===== src/rtl/fetch_queue.sv =====
// Instruction fetch unit: owns the fetch PC, issues one word read at a time to a
// stalling memory and queues returned {pc, inst} pairs for decode.
module fetch_queue #(
  parameter int QDEPTH = 4
) (
  input  logic        clk,
  input  logic        rst,
  output logic [15:0] mem_addr,
  output logic        mem_rd,
  input  logic        mem_stall,
  input  logic        mem_done,
  input  logic [15:0] mem_data,
  input  logic        redirect,
  input  logic [15:0] redirect_pc,
  input  logic        halt,
  output logic        inst_valid,
  output logic [15:0] inst,
  output logic [15:0] inst_pc,
  output logic [15:0] inst_pc_nx,
  input  logic        inst_ready,
  output logic        err
);

  localparam int AW = $clog2(QDEPTH);
  localparam int CW = $clog2(QDEPTH + 1);
  localparam logic [AW-1:0] PTR_ONE = AW'(1);
  localparam logic [CW-1:0] CNT_ONE = CW'(1);
  localparam logic [CW-1:0] CNT_FULL = CW'(QDEPTH);

  typedef enum logic [1:0] {
    IDLE       = 2'd0,
    WAIT       = 2'd1,
    FLUSH_WAIT = 2'd2,
    HALTED     = 2'd3
  } state_t;

  state_t        state_r, state_s;
  logic [15:0]   fpc_r, fpc_s;
  logic [15:0]   req_pc_r, req_pc_s;
  logic [15:0]   pc_q_r   [QDEPTH];
  logic [15:0]   inst_q_r [QDEPTH];
  logic [AW-1:0] head_r, tail_r;
  logic [CW-1:0] count_r;
  logic          halt_r, err_r;
  logic          issue_s, push_s, pop_s, flush_s, err_det_s;
  logic [15:0]   redir_pc_s;

  assign redir_pc_s = {redirect_pc[15:1], 1'b0};
  // A redirect while halted is ignored entirely, including its flush.
  assign flush_s    = redirect && (state_r != HALTED);
  assign pop_s      = (count_r != '0) && inst_ready && !flush_s;
  assign err_det_s  = (mem_done && ((state_r == IDLE) || (state_r == HALTED)))
                    || (redirect && redirect_pc[0]);

  // Next-state, issue and push decisions.
  always_comb begin
    state_s  = state_r;
    fpc_s    = fpc_r;
    req_pc_s = req_pc_r;
    issue_s  = 1'b0;
    push_s   = 1'b0;
    case (state_r)
      IDLE: begin
        if (flush_s) begin
          fpc_s = redir_pc_s;
        end else if (halt_r) begin
          state_s = HALTED;
        end else if (count_r < CNT_FULL) begin
          issue_s = 1'b1;
          if (!mem_stall) begin
            req_pc_s = fpc_r;
            fpc_s    = fpc_r + 16'd2;
            state_s  = WAIT;
          end else begin
            state_s = IDLE;
          end
        end else begin
          state_s = IDLE;
        end
      end
      WAIT: begin
        if (flush_s) begin
          fpc_s = redir_pc_s;
          // A response landing with the redirect is already gone; nothing left to discard.
          state_s = mem_done ? IDLE : FLUSH_WAIT;
        end else if (mem_done) begin
          push_s  = 1'b1;
          state_s = halt_r ? HALTED : IDLE;
        end else begin
          state_s = WAIT;
        end
      end
      FLUSH_WAIT: begin
        if (flush_s) begin
          fpc_s = redir_pc_s;
        end else begin
          fpc_s = fpc_r;
        end
        if (mem_done) begin
          state_s = IDLE;
        end else begin
          state_s = FLUSH_WAIT;
        end
      end
      HALTED: begin
        state_s = HALTED;
      end
      default: begin
        state_s = IDLE;
      end
    endcase
  end

  // Control state, pointers and sticky flags.
  always_ff @(posedge clk) begin
    if (rst) begin
      state_r  <= IDLE;
      fpc_r    <= 16'h0000;
      req_pc_r <= 16'h0000;
      head_r   <= '0;
      tail_r   <= '0;
      count_r  <= '0;
      halt_r   <= 1'b0;
      err_r    <= 1'b0;
    end else begin
      state_r  <= state_s;
      fpc_r    <= fpc_s;
      req_pc_r <= req_pc_s;
      halt_r   <= halt_r | halt;
      err_r    <= err_r | err_det_s;
      if (flush_s) begin
        count_r <= '0;
        head_r  <= tail_r;
      end else begin
        if (push_s) tail_r <= tail_r + PTR_ONE;
        if (pop_s)  head_r <= head_r + PTR_ONE;
        case ({push_s, pop_s})
          2'b10:   count_r <= count_r + CNT_ONE;
          2'b01:   count_r <= count_r - CNT_ONE;
          default: count_r <= count_r;
        endcase
      end
    end
  end

  // Buffer storage; cleared on reset so the head reads as zero.
  always_ff @(posedge clk) begin
    if (rst) begin
      for (int i = 0; i < QDEPTH; i++) begin
        pc_q_r[i]   <= 16'h0000;
        inst_q_r[i] <= 16'h0000;
      end
    end else if (push_s) begin
      pc_q_r[tail_r]   <= req_pc_r;
      inst_q_r[tail_r] <= mem_data;
    end
  end

  assign mem_rd     = issue_s && !rst;
  assign mem_addr   = rst ? 16'h0000 : fpc_r;
  assign inst_valid = (count_r != '0);
  assign inst       = inst_q_r[head_r];
  assign inst_pc    = pc_q_r[head_r];
  assign inst_pc_nx = pc_q_r[head_r] + 16'd2;
  assign err        = err_r;

endmodule


===== config.mk =====
export PLATFORM = sky130hd
export DESIGN_NAME = fetch_queue
export DESIGN_NICKNAME = d
export VERILOG_FILES = /design/src/rtl/fetch_queue.sv
export SDC_FILE = /design/constraint.sdc
export NUM_CORES = 1
export LEC_CHECK = 0
export CORE_ASPECT_RATIO = 0.7
export CORE_UTILIZATION = 28
export CTS_CLUSTER_SIZE = 25
export DETAILED_ROUTE_END_ITERATION = 10
export MAX_ROUTING_LAYER = met4
export PLACE_DENSITY = 0.53
export SYNTH_ARGS = -nofsm -noshare
export SYNTH_HDL_FRONTEND = slang
export SYNTH_SLANG_ARGS = --single-unit
export TNS_END_PERCENT = 1

===== constraint.sdc =====
create_clock -name clk -period 2.87 [get_ports clk]
set_input_delay 0.287 -clock clk [delete_from_list [all_inputs] [get_ports clk]]
set_output_delay 0.287 -clock clk [all_outputs]
set_load 0.01 [all_outputs]

==> Yosys cells after proc, flatten, opt, wreduce, memory -nomap -nowiden <==
Memories as Yosys holds them, arrays and structs flattened. A register that Yosys moved wholly into a read port is not among the register bits.
Cells that the tools add are included.
{ "totals": {"n_memories": 2, "input_bits": 39, "out_inout_bits": 67, "ram_bits": 128, "elab_cells": 96, "reg_bits": 43} }
{ "mem_list": {"columns": ["memory", "depth", "word_bits", "rd", "rd_ports_with_merged_regs", "write_ports", "line", "source"], "rows": [
  ["inst_q_r", 4, 16, 1, 1, 4, "41", "logic [15:0] inst_q_r [QDEPTH];"],
  ["pc_q_r", 4, 16, 1, 1, 4, "40", "logic [15:0] pc_q_r [QDEPTH];"]
]} }
{ "op_classes": {"n_reduce_logical": 22, "order_cmp": 1, "eq_ne": 11, "addsub": 6, "bitwise_logic": 5, "n_mux": 41} }
{ "ops": {"columns": ["operator", "n"], "rows": [
  ["$mux 16", 8],
  ["$add 16x2->16 const B", 2],
  ["$pmux 16 s2", 1],
  ["$reduce_or 16->1", 2],
  ["$mux 2", 15],
  ["$mux 1", 15],
  ["$reduce_and 5->1", 2],
  ["$pmux 2 s4", 1],
  ["$eq 2x2->1 const B", 3],
  ["$logic_and 1x1->1", 6],
  ["$ne 3x3->1 const B", 2],
  ["$pmux 3 s2", 1],
  ["$reduce_bool 2->1", 3],
  ["$add 2x1->2 const B", 2],
  ["$eq 2x1->1 const B", 2],
  ["$ne 2x2->1 const B", 2],
  ["$reduce_or 2->1", 2],
  ["$add 3x1->3 const B", 1],
  ["$lt 3x3->1 const B", 1],
  ["$ne 3x2->1 const B", 1],
  ["$not 1->1", 3],
  ["$reduce_bool 3->1", 1],
  ["$sub 3x1->3 const B", 1],
  ["$logic_not 1->1", 2],
  ["other kinds (5)", 7]
]} }

==> Depth between registers and ports, before layout <==
Gate-level depths: netlist of the first run.
{ "depth": {"word_depth": 9, "depth_mapped": 11} }

==> Worst setup path before layout of the first run <==
Ideal clock, no wire load.
{ "synth_timing": {"kind": "reg2reg", "startpoint": "register state_r[1]", "endpoint": "memory inst_q_r[2][0], enable pin", "stages_incl_launch_ff": 7, "t_arrival_ns": 2.714, "setup_slack_ns": -0.272, "setup_time_ns": 0.428, "path_buffers": 1, "period_less_slack_ns": 3.142, "cell_sequence": "dfxtp_1 > ha_1 > nor2b_1 > clkbuf_1 > nor2_1 > inv_1 > o21bai_1"} }
{ "synth_lines": {"columns": ["item", "line", "source"], "rows": [
  ["start: declaration", "37", "state_t state_r, state_s;"],
  ["start signal: assignment", "126", "state_r <= state_s;"],
  ["end: declaration", "41", null]
]} }

==> impl_metrics.tcl, run 1 <==
set metrics [dict create \
    p_per_area_mw_per_mm2 631.3 \
    firstDrtPassIters 4 \
    core-area_mm2 0.02789 \
    r2r_start "state_r[1]$_SDFFE_PP0P_" \
    ir_worst_vdd_v 0.0004285 \
    ys_seq_elements 171 \
    path_cells "mux4_2, ha_4, nand2b_1, o22a_1, nand3b_2, buf_4, xnor2_1, dlygate4sd2_1" \
    overflow 0 \
    period_share_pct 95.23 \
    syn_area_per_cell_um2 12.09 \
    cap_viol_max_count 0 \
    grt_pass1_wl_mm 31.49 \
    ys_async_sr_fraction_pct 0 \
    place_ws_ps 36.66 \
    synthTopCellsByCount "edfxtp_1 (128), nor2_1 (107), nand2_1 (55), dfxtp_1 (43), inv_1 (40)" \
    syn_inst 658 \
    yosys.area.top_type_share_pct 48.33 \
    yosys_warnings 0 \
    hold_buffers 0 \
    relSlewSlack_pct 54.20 \
    vias 5376 \
    min_path_type "input port to flip-flop" \
    rsz0062_at_grt "no" \
    std_cell_rows 51 \
    post-route-min-period_ps 2733 \
    worst_pin_slew_ps 684.4 \
    cp-start-kind "flip-flop" \
    place.gp.congestion 0.7736 \
    achievable-frequency_ghz 0.3659 \
    cts_tree "built" \
    setup-tns-final_ps 0 \
    path_class "flip-flop to primary output" \
    routed_wl_mm 20.26 \
    synth_edf_count 128 \
    clock_skew_ps 10.67 \
    slew_viol_final 0 \
    grt_max_degree 51 \
    hold_ws_ps 428.9 \
    setup_viol 0 \
    synthToLayoutAreaGrowth_pct 30.11 \
    timing.rr.end "pc_q_r[2][1]$_SDFFCE_PN0P_" \
    syn_area_mm2 0.007953 \
    drive_above_1_share_pct 14.96 \
    wl_per_cell_um 17.25 \
    cts_made_buffers 17 \
    run_status "completed" \
    worstSkewPairLatency_ps 430 \
    clk_pin_slew_ps 70 \
    dieArea_mm2 0.02909 \
    ys_types 61 \
    finalHoldViolCount 0 \
    swShare_pct 29.52 \
    track_usage_pct 14.93 \
    setup_ws_ps 136.9 \
    root_buffer "clkbuf_16" \
    rr_worst_depth 7 \
    synth_ff_type "edfxtp_1" \
    cp.required_ps 2580 \
    yosys.area.top_type "edfxtp_1" \
    cts_sinks 171 \
    via_per_inst 4.579 \
    min_from "halt" \
    hold_end "halt_r$_SDFF_PP0_" \
    start_util_pct 28.52 \
    postLayoutCoreUtil_pct 37.11 \
    cp_data_arrival_time_ps 2450 \
    comb_power_share_pct 19.7 \
    rrSetupSlack_ps 500 \
    grt_antenna_before_repair 1 \
    clk_path_buf_depth 2 \
    slowest_delay_ps 550 \
    cp_slowest_cell "mux4_2" \
    grt_pass1_vias 5416 \
    cp_max_fo 3 \
    synth.top_cells.by_area "edfxtp_1 (48%), dfxtp_1 (11%), mux4_2 (7.1%), nor2_1 (5.1%), and2_1 (2.9%)" \
    cp-end-kind "primary output" \
    dpl.hpwl_mm 13.63 \
    drt_iter0_drc 333 \
    die_w_um 203.4 \
    die_y_um 143 \
    fin_nets 836 \
    switching_power_mw 1.928 \
    ant_nets 0 \
    holdPathStages 3 \
    port_buffers 104 \
    internal_power_mw 4.603 \
    cts_max_level 4 \
    p_clk_share_pct 35.2 \
    ios 106 \
    p_leak_nw 3.832 \
    drc 0 \
    p_seq_share_pct 45.1 \
    ys_seq_area_share_pct 59.16 \
    synth.most_common_cell "edfxtp_1" \
]
-- repair_timing --
| item | 4_1_cts | 5_1_grt |
|---|---|---|
| pin swaps | 0 | 1 |
| setup endpoints to repair | 12 | 6 |
| buffers inserted | 4 | 0 |
| cloned | 1 | 0 |
| gates resized for setup | 16 | 10 |
-- worst max path at each step --
| stage | from | endpoint | slack (ps) | cells after the start |
|---|---|---|---|---|
| after floorplan | state_r[1]$_SDFFE_PP0P_ | inst_q_r[2][0]$_SDFFCE_PN0P_ | 390 | 6 |
| after global placement | flip-flop | inst_pc_nx[15] | 80 | 9 |
| after detailed placement | flip-flop | inst_pc_nx[15] | 40 | 9 |
| after CTS | flip-flop | inst_pc_nx[13] | -130 | 7 |
| after global routing | flip-flop | inst_pc_nx[10] | 20 | 8 |
| final | flip-flop | inst_pc_nx[11] | 140 | 8 |
-- critical path, delay by kind of cell (launching register included) --
kind	cells	cell delay [ps]
flip-flops	1	380
XOR/XNOR	1	90
AO/OA/AOI/OAI	1	170
adder cells (fa/ha/maj)	1	200
multiplexers	1	550
buffers and inverters	2	410
AND/OR/NAND/NOR	2	210
-- sequential cells by signal, summed over array words and instances (netlist names), named ones only --
register,cells
count_r,3
err,1
fpc_r,15
halt_r,1
head_r,2
inst_q_r,64
pc_q_r,64
req_pc_r,15
state_r,2
tail_r,2
-- metrics by stage --
| step | area [um^2] | total power, mW | cells |
|---|---|---|---|
| 2_1_floorplan | 7971 | 3.659 | 662 |
| 3_3_place_gp | 9671 | 4.280 | 1136 |
| 3_5_place_dp | 9671 | 4.283 | 1136 |
| 4_1_cts | 10350 | 6.602 | 1173 |
| 5_1_grt | 10350 | 6.824 | 1174 |
| 6_report | 10350 | 6.532 | 1174 |
-- metal layers --
layer | GRT usage (%) | share of wire (%) | vias to the layer above
met4 | 3.680 | 0.61 | 0
li1 | - | - | 2597
met5 | - | 0 | -
met3 | 2.784 | 4.5 | 8
met2 | 22.31 | 45 | 122
met1 | 20.83 | 50 | 2649
-- area by class of cell --
type | count | area, um^2
Clock buffer | 17 | 425.4
Fill cell | 2722 | 17540
Antenna cell | 1 | 2.502
Inverter | 40 | 150.1
Sequential cell | 171 | 4710
Multi-Input combinational cell | 413 | 2949
Timing Repair Buffer | 146 | 1476
Clock inverter | 15 | 170.2
Tap cell | 371 | 464.2
-- power groups by stage --
stage | sequential (mW) | combinational, mW | clock (mW)
after floorplan | 2.92 | 0.735 | 0
after global placement | 3.00 | 1.28 | 0
after detailed placement | 3.00 | 1.28 | 0
after CTS | 2.95 | 1.30 | 2.35
after global routing | 2.97 | 1.40 | 2.45
final | 2.95 | 1.29 | 2.30
-- cells in the final DEF, fill, tap and decap left out, drive strengths merged, types with 10 or more instances in the layout --
cell           synthesis  final
a21oi                 19     19
o21ai                 10     10
mux2i                 18     18
edfxtp               128    128
clkbuf                23     18
nand3                 15     15
dfxtp                 43     43
mux4                  32     32
and2                  37     37
buf                   15     42
inv                   40     48
nand2                 55     55
nor2b                 16     16
nor2                 107    107
clkdlybuf4s50          0     93
-- cells by family (layout without fill, tap and decap cells) --
group,after synthesis,count (layout),synth area share [%]
and+or+nand+nor,273,273,16.61
adders and majority gates,8,8,1.353
muxes,50,50,11.66
buffers and inverters,78,218,4.342
AOI/OAI and AO/OA,59,59,4.846
other,1,6,0.04715
DFF,171,171,59.16
xor gates and xnor gates,18,18,1.982
Note: power is estimated with default switching activity, not from simulation.
==> inputs of run 2 (changes only) <==
--- a/config.mk
+++ b/config.mk
@@ -7,10 +7,11 @@
 export LEC_CHECK = 0
 export CORE_ASPECT_RATIO = 0.7
 export CORE_UTILIZATION = 28
-export CTS_CLUSTER_SIZE = 25
+export CTS_CLUSTER_SIZE = 20
 export DETAILED_ROUTE_END_ITERATION = 10
 export MAX_ROUTING_LAYER = met4
 export PLACE_DENSITY = 0.53
+export SKIP_CTS_REPAIR_TIMING = 1
 export SYNTH_ARGS = -nofsm -noshare
 export SYNTH_HDL_FRONTEND = slang
 export SYNTH_SLANG_ARGS = --single-unit
==> run 2 against run 1 <==
Non-clock buffer count grew 2. Final cell count grew 0.17%. Clock skew grew 6.8 ps. Worst setup slack lost 21 ps. Via count shrank 1.0%. Fmax shrank 0.76%. Worst hold slack lost 4.0 ps. Cell area grew 0.37%. Sequential power is essentially flat. First-iteration DRC count grew 2.7%. Critical path type unchanged. Largest power group unchanged.
==> impl_metrics.tcl, run 2 (synthesized netlist as in run 1, its figures left out) <==
set metrics [dict create \
    run_status "completed" \
    setup_viol 0 \
    dieArea_mm2 0.02909 \
    setup-tns-final_ps 0 \
    finalHoldViolCount 0 \
    place_area_mm2 0.009671 \
    die_y_um 143 \
    final_cell_mix "edfxtp_1 (128), nor2_1 (105), clkdlybuf4s50_1 (84)" \
    path_class "flip-flop to primary output" \
    hold_end "halt_r$_SDFF_PP0_" \
    p_leak_nw 4.013 \
    cp_data_arrival_time_ps 2470 \
    grt_pass1_wl_mm 31.26 \
    finalPower_mw 6.511 \
    cts_sinks 171 \
    ios 106 \
    grt_pass1_vias 5398 \
    layoutNonFillerInstCount 1176 \
    die_w_um 203.4 \
    place.gp.congestion 0.7736 \
    holdPathStages 3 \
    postLayoutCoreUtil_pct 37.25 \
    cts_made_buffers 17 \
    wl_per_cell_um 17.06 \
    overflow 0 \
    core-area_mm2 0.02789 \
    p_per_area_mw_per_mm2 626.9 \
    cp_slowest_cell "clkdlybuf4s50_1" \
    cp_max_fo 10 \
    rr_worst_depth 7 \
    fillers 2712 \
    worst_pin_slew_ps 674.5 \
    relSlewSlack_pct 54.87 \
    final_common_cell "edfxtp_1" \
    reg_top3 "inst_q_r: 64 flops, pc_q_r: 64 flops" \
    drt_iter0_drc 342 \
    min_path_type "input port to flip-flop" \
    grt_antenna_before_repair 1 \
    vias 5321 \
    synthToLayoutAreaGrowth_pct 30.60 \
    r2r_start "state_r[1]$_SDFFE_PP0P_" \
    cap_viol_max_count 0 \
    path_cells "buf_12, mux4_2, buf_4, nand3_1, xnor2_1, clkdlybuf4s50_1" \
    clock_skew_ps 17.50 \
    clk_path_buf_depth 2 \
    setup_ws_ps 115.9 \
    track_usage_pct 14.80 \
    place_ws_ps 36.66 \
    cp-start-kind "flip-flop" \
    cp-end-kind "primary output" \
    ir_worst_vdd_v 0.0004266 \
    fin_nets 838 \
    dp.cells 1136 \
    achievable-frequency_ghz 0.3631 \
    min_from "halt" \
    routed_wl_mm 20.06 \
    start_util_pct 28.52 \
    clk_pin_slew_ps 70 \
    period_share_pct 95.96 \
    post-route-min-period_ps 2754 \
    worstSkewPairLatency_ps 430 \
    root_buffer "clkbuf_16" \
    cts_max_level 4 \
    slowest_delay_ps 560 \
    rsz0062_at_grt "no" \
    rrSetupSlack_ps 490 \
    cts_tree "built" \
    drc 0 \
    port_buffers 104 \
    timing.rr.end "pc_q_r[2][1]$_SDFFCE_PN0P_" \
    grt_max_degree 51 \
    slew_viol_final 0 \
    fin_area_mm2 0.01039 \
    via_per_inst 4.525 \
    std_cell_rows 51 \
    ant_nets 0 \
    drive_above_1_share_pct 14.80 \
    dpl.hpwl_mm 13.63 \
    hold_ws_ps 425.0 \
    cp.required_ps 2580 \
    firstDrtPassIters 5 \
]
[run 2: worst max-delay path by stage]
stage,from,end
2_1_floorplan,state_r[1]$_SDFFE_PP0P_,inst_q_r[2][0]$_SDFFCE_PN0P_
3_3_place_gp,flip-flop,inst_pc_nx[15]
3_5_place_dp,flip-flop,inst_pc_nx[15]
4_1_cts,flip-flop,inst_pc_nx[15]
5_1_grt,flip-flop,inst_pc_nx[15]
6_report,flip-flop,inst_pc_nx[5]
[run 2: power by group]
group	total [mW]	switching, mW	internal (mW)
logic	1.28	0.654	0.624
registers	2.95	0.148	2.80
clock network	2.29	1.11	1.18
[run 2: layout make-up]
cell class | count | area, um^2 | area share (%)
inverter | 40 | 150.1 | 1.446
clock inverter | 15 | 170.2 | 1.638
clock buffer | 17 | 425.4 | 4.096
timing repair buffer | 148 | 1514 | 14.58
sequential | 171 | 4710 | 45.34
multi-input combinational | 413 | 2950 | 28.41
tap | 371 | 464.2 | 4.469
antenna | 1 | 2.502 | 0.02409
[run 2: layer usage]
layer  wire length, um  track usage, %  vias to the layer above
li1                  -               -                     2601
met1              9823           20.55                     2572
met2              8985           22.18                      146
met3              1221           2.784                        2
met4                29           3.680                        0
met5                 0               -                        -
[run 2: critical path, delay by kind of cell (launching register included)]
kind	cells	cell delay (ps)
buf+inv	3	880
simple gates	1	90
xor+xnor	1	140
flops	1	380
mux	1	550
==> inputs of run 3 (changes only) <==
--- a/config.mk
+++ b/config.mk
@@ -6,11 +6,11 @@
 export NUM_CORES = 1
 export LEC_CHECK = 0
 export CORE_ASPECT_RATIO = 0.7
-export CORE_UTILIZATION = 28
+export CORE_UTILIZATION = 50
 export CTS_CLUSTER_SIZE = 20
 export DETAILED_ROUTE_END_ITERATION = 10
 export MAX_ROUTING_LAYER = met4
-export PLACE_DENSITY = 0.53
+export PLACE_DENSITY = 0.81
 export SKIP_CTS_REPAIR_TIMING = 1
 export SYNTH_ARGS = -nofsm -noshare
 export SYNTH_HDL_FRONTEND = slang
==> run 3 against run 2 <==
The run now ends with DRC, setup timing left. Worst hold slack worse by 4.5 ps. Sequential power hardly changed. Via count is 6.4% higher. Non-clock buffer count is 17 lower. Routed wire length is 5.4% lower. Combinational power is 4% lower. Register-to-register slack worse by 20 ps. Utilization is 27 points higher. Global-route usage is 9.6 points higher. Clock power is 7% higher. Critical path depth is 1 higher. Count of clock-buffer cells in the layout stayed put. Critical path type unchanged. Largest cell class unchanged. Largest power group unchanged.
==> impl_metrics.tcl, run 3 (synthesized netlist as in run 1, its figures left out) <==
set metrics [dict create \
    reg_top3 "inst_q_r: 64 flops, pc_q_r: 64 flops" \
    period_share_pct 106.4 \
    firstDrtPassIters 11 \
    synthToLayoutAreaGrowth_pct 25.85 \
    rsz0062_at_grt "yes" \
    setup_ws_ps -182.3 \
    crit_family "buffers and inverters" \
    violations "DRC, setup timing" \
    dieArea_mm2 0.01642 \
    cap_viol_max_count 0 \
    run_status "finished, violations left" \
    finalHoldViolCount 0 \
    p_leak_nw 3.740 \
    path_class "flip-flop to primary output" \
    grt_pass1_vias 5575 \
    cp-start-kind "flip-flop" \
    min_path_type "input port to flip-flop" \
    cp_max_fo 10 \
    track_usage_pct 24.43 \
    root_buffer "clkbuf_16" \
    die_w_um 152.7 \
    port_buffers 104 \
    worstSkewPairLatency_ps 430 \
    post-route-min-period_ps 3052 \
    slew_viol_final 0 \
    p_per_area_mw_per_mm2 661.2 \
    critPathBufInv 2 \
    cts_tree "built" \
    fillers 1088 \
    place_ws_ps 152.8 \
    ir_worst_vdd_v 0.0004942 \
    start_util_pct 51.31 \
    cp_slowest_cell "clkdlybuf4s50_1" \
    cts_max_level 4 \
    slowest_delay_ps 550 \
    achievable-frequency_ghz 0.3276 \
    hold_ws_ps 420.4 \
    n_antenna_cell 0 \
    cp_data_arrival_time_ps 2770 \
    rrSetupSlack_ps 470 \
    drt_iter0_drc 419 \
    setup_viol 9 \
    core-area_mm2 0.01550 \
    overflow 0 \
    relSlewSlack_pct 54.04 \
    cts_sinks 171 \
    ant_nets 0 \
    ios 106 \
    grt_pass1_wl_mm 29.35 \
    drive_above_1_share_pct 12.96 \
    wl_per_cell_um 19.22 \
    cp.required_ps 2580 \
    die_y_um 107.5 \
    dp.cells 952 \
    clk_pin_slew_ps 70 \
    clk_path_buf_depth 2 \
    place.gp.congestion 0.9091 \
    cp-end-kind "primary output" \
    routed_wl_mm 18.97 \
    fin_nets 821 \
    layoutNonFillerInstCount 987 \
    std_cell_rows 38 \
    via_per_inst 5.735 \
    vias 5660 \
    grt_antenna_before_repair 0 \
    cts_made_buffers 17 \
    worst_pin_slew_ps 686.9 \
    grt_max_degree 51 \
    clock_skew_ps 13.61 \
    path_cells "buf_4, mux4_2, nand3_1, or2_1, nor3_2, xor2_1, clkdlybuf4s50_1" \
    final_cell_mix "edfxtp_1 (128), nor2_1 (105), clkdlybuf4s50_1 (101)" \
    drc 6 \
    dpl.hpwl_mm 11.74 \
    final_common_cell "edfxtp_1" \
]
==> run 3: layout make-up <==
class                   instances  area [um^2]  share of cell area, %
clock buffers                  17        425.4                  4.251
repair buffers                131         1330                  13.29
well taps                     200        250.2                  2.500
clock inverters                15        205.2                  2.050
inverters                      40        150.1                  1.500
multi-input cells             413         2939                  29.37
flip-flops and latches        171         4708                  47.04
==> run 3: metrics by stage <==
step	power, mW	util [%]	instance area, um^2	setup TNS [ps]
6_report	6.617	64.57	10010	-1126
5_1_grt	6.830	64.57	10010	-2004
4_1_cts	6.606	64.36	9976	-2882
3_5_place_dp	4.187	60.29	9345	0
3_3_place_gp	4.149	60.29	9345	0
2_1_floorplan	3.659	-	7971	0
==> run 3: power by group <==
group / switching (mW) / internal, mW / total [mW]
clock network: 1.03 / 1.41 / 2.44
registers: 0.149 / 2.80 / 2.95
logic: 0.639 / 0.591 / 1.23
==> run 3: routing by layer <==
| layer | global-route usage (%) | up-vias | routed length, um |
|---|---|---|---|
| met5 | - | - | 0 |
| met4 | 7.576 | 0 | 193 |
| met3 | 6.039 | 28 | 1830 |
| met2 | 38.37 | 314 | 8795 |
| met1 | 31.59 | 2743 | 8152 |
| li1 | - | 2575 | - |
==> run 3: path summary, 6_finish.rpt <==
path | from | end | cells after the start
setup / recovery | flip-flop | inst_pc_nx[14] | 7
hold / removal | halt | halt_r$_SDFF_PP0_ | 3
setup reg to reg | state_r[1]$_SDFFE_PP0P_ | count_r[2]$_SDFFE_PP0P_ | 10
hold reg to reg | err$_SDFF_PP0_ | err$_SDFF_PP0_ | 2
==> run 3: worst min-delay path: stages <==
cell and delay, ps:
clkdlybuf4s50_1 400, nor2_1 80, nor2_1 40
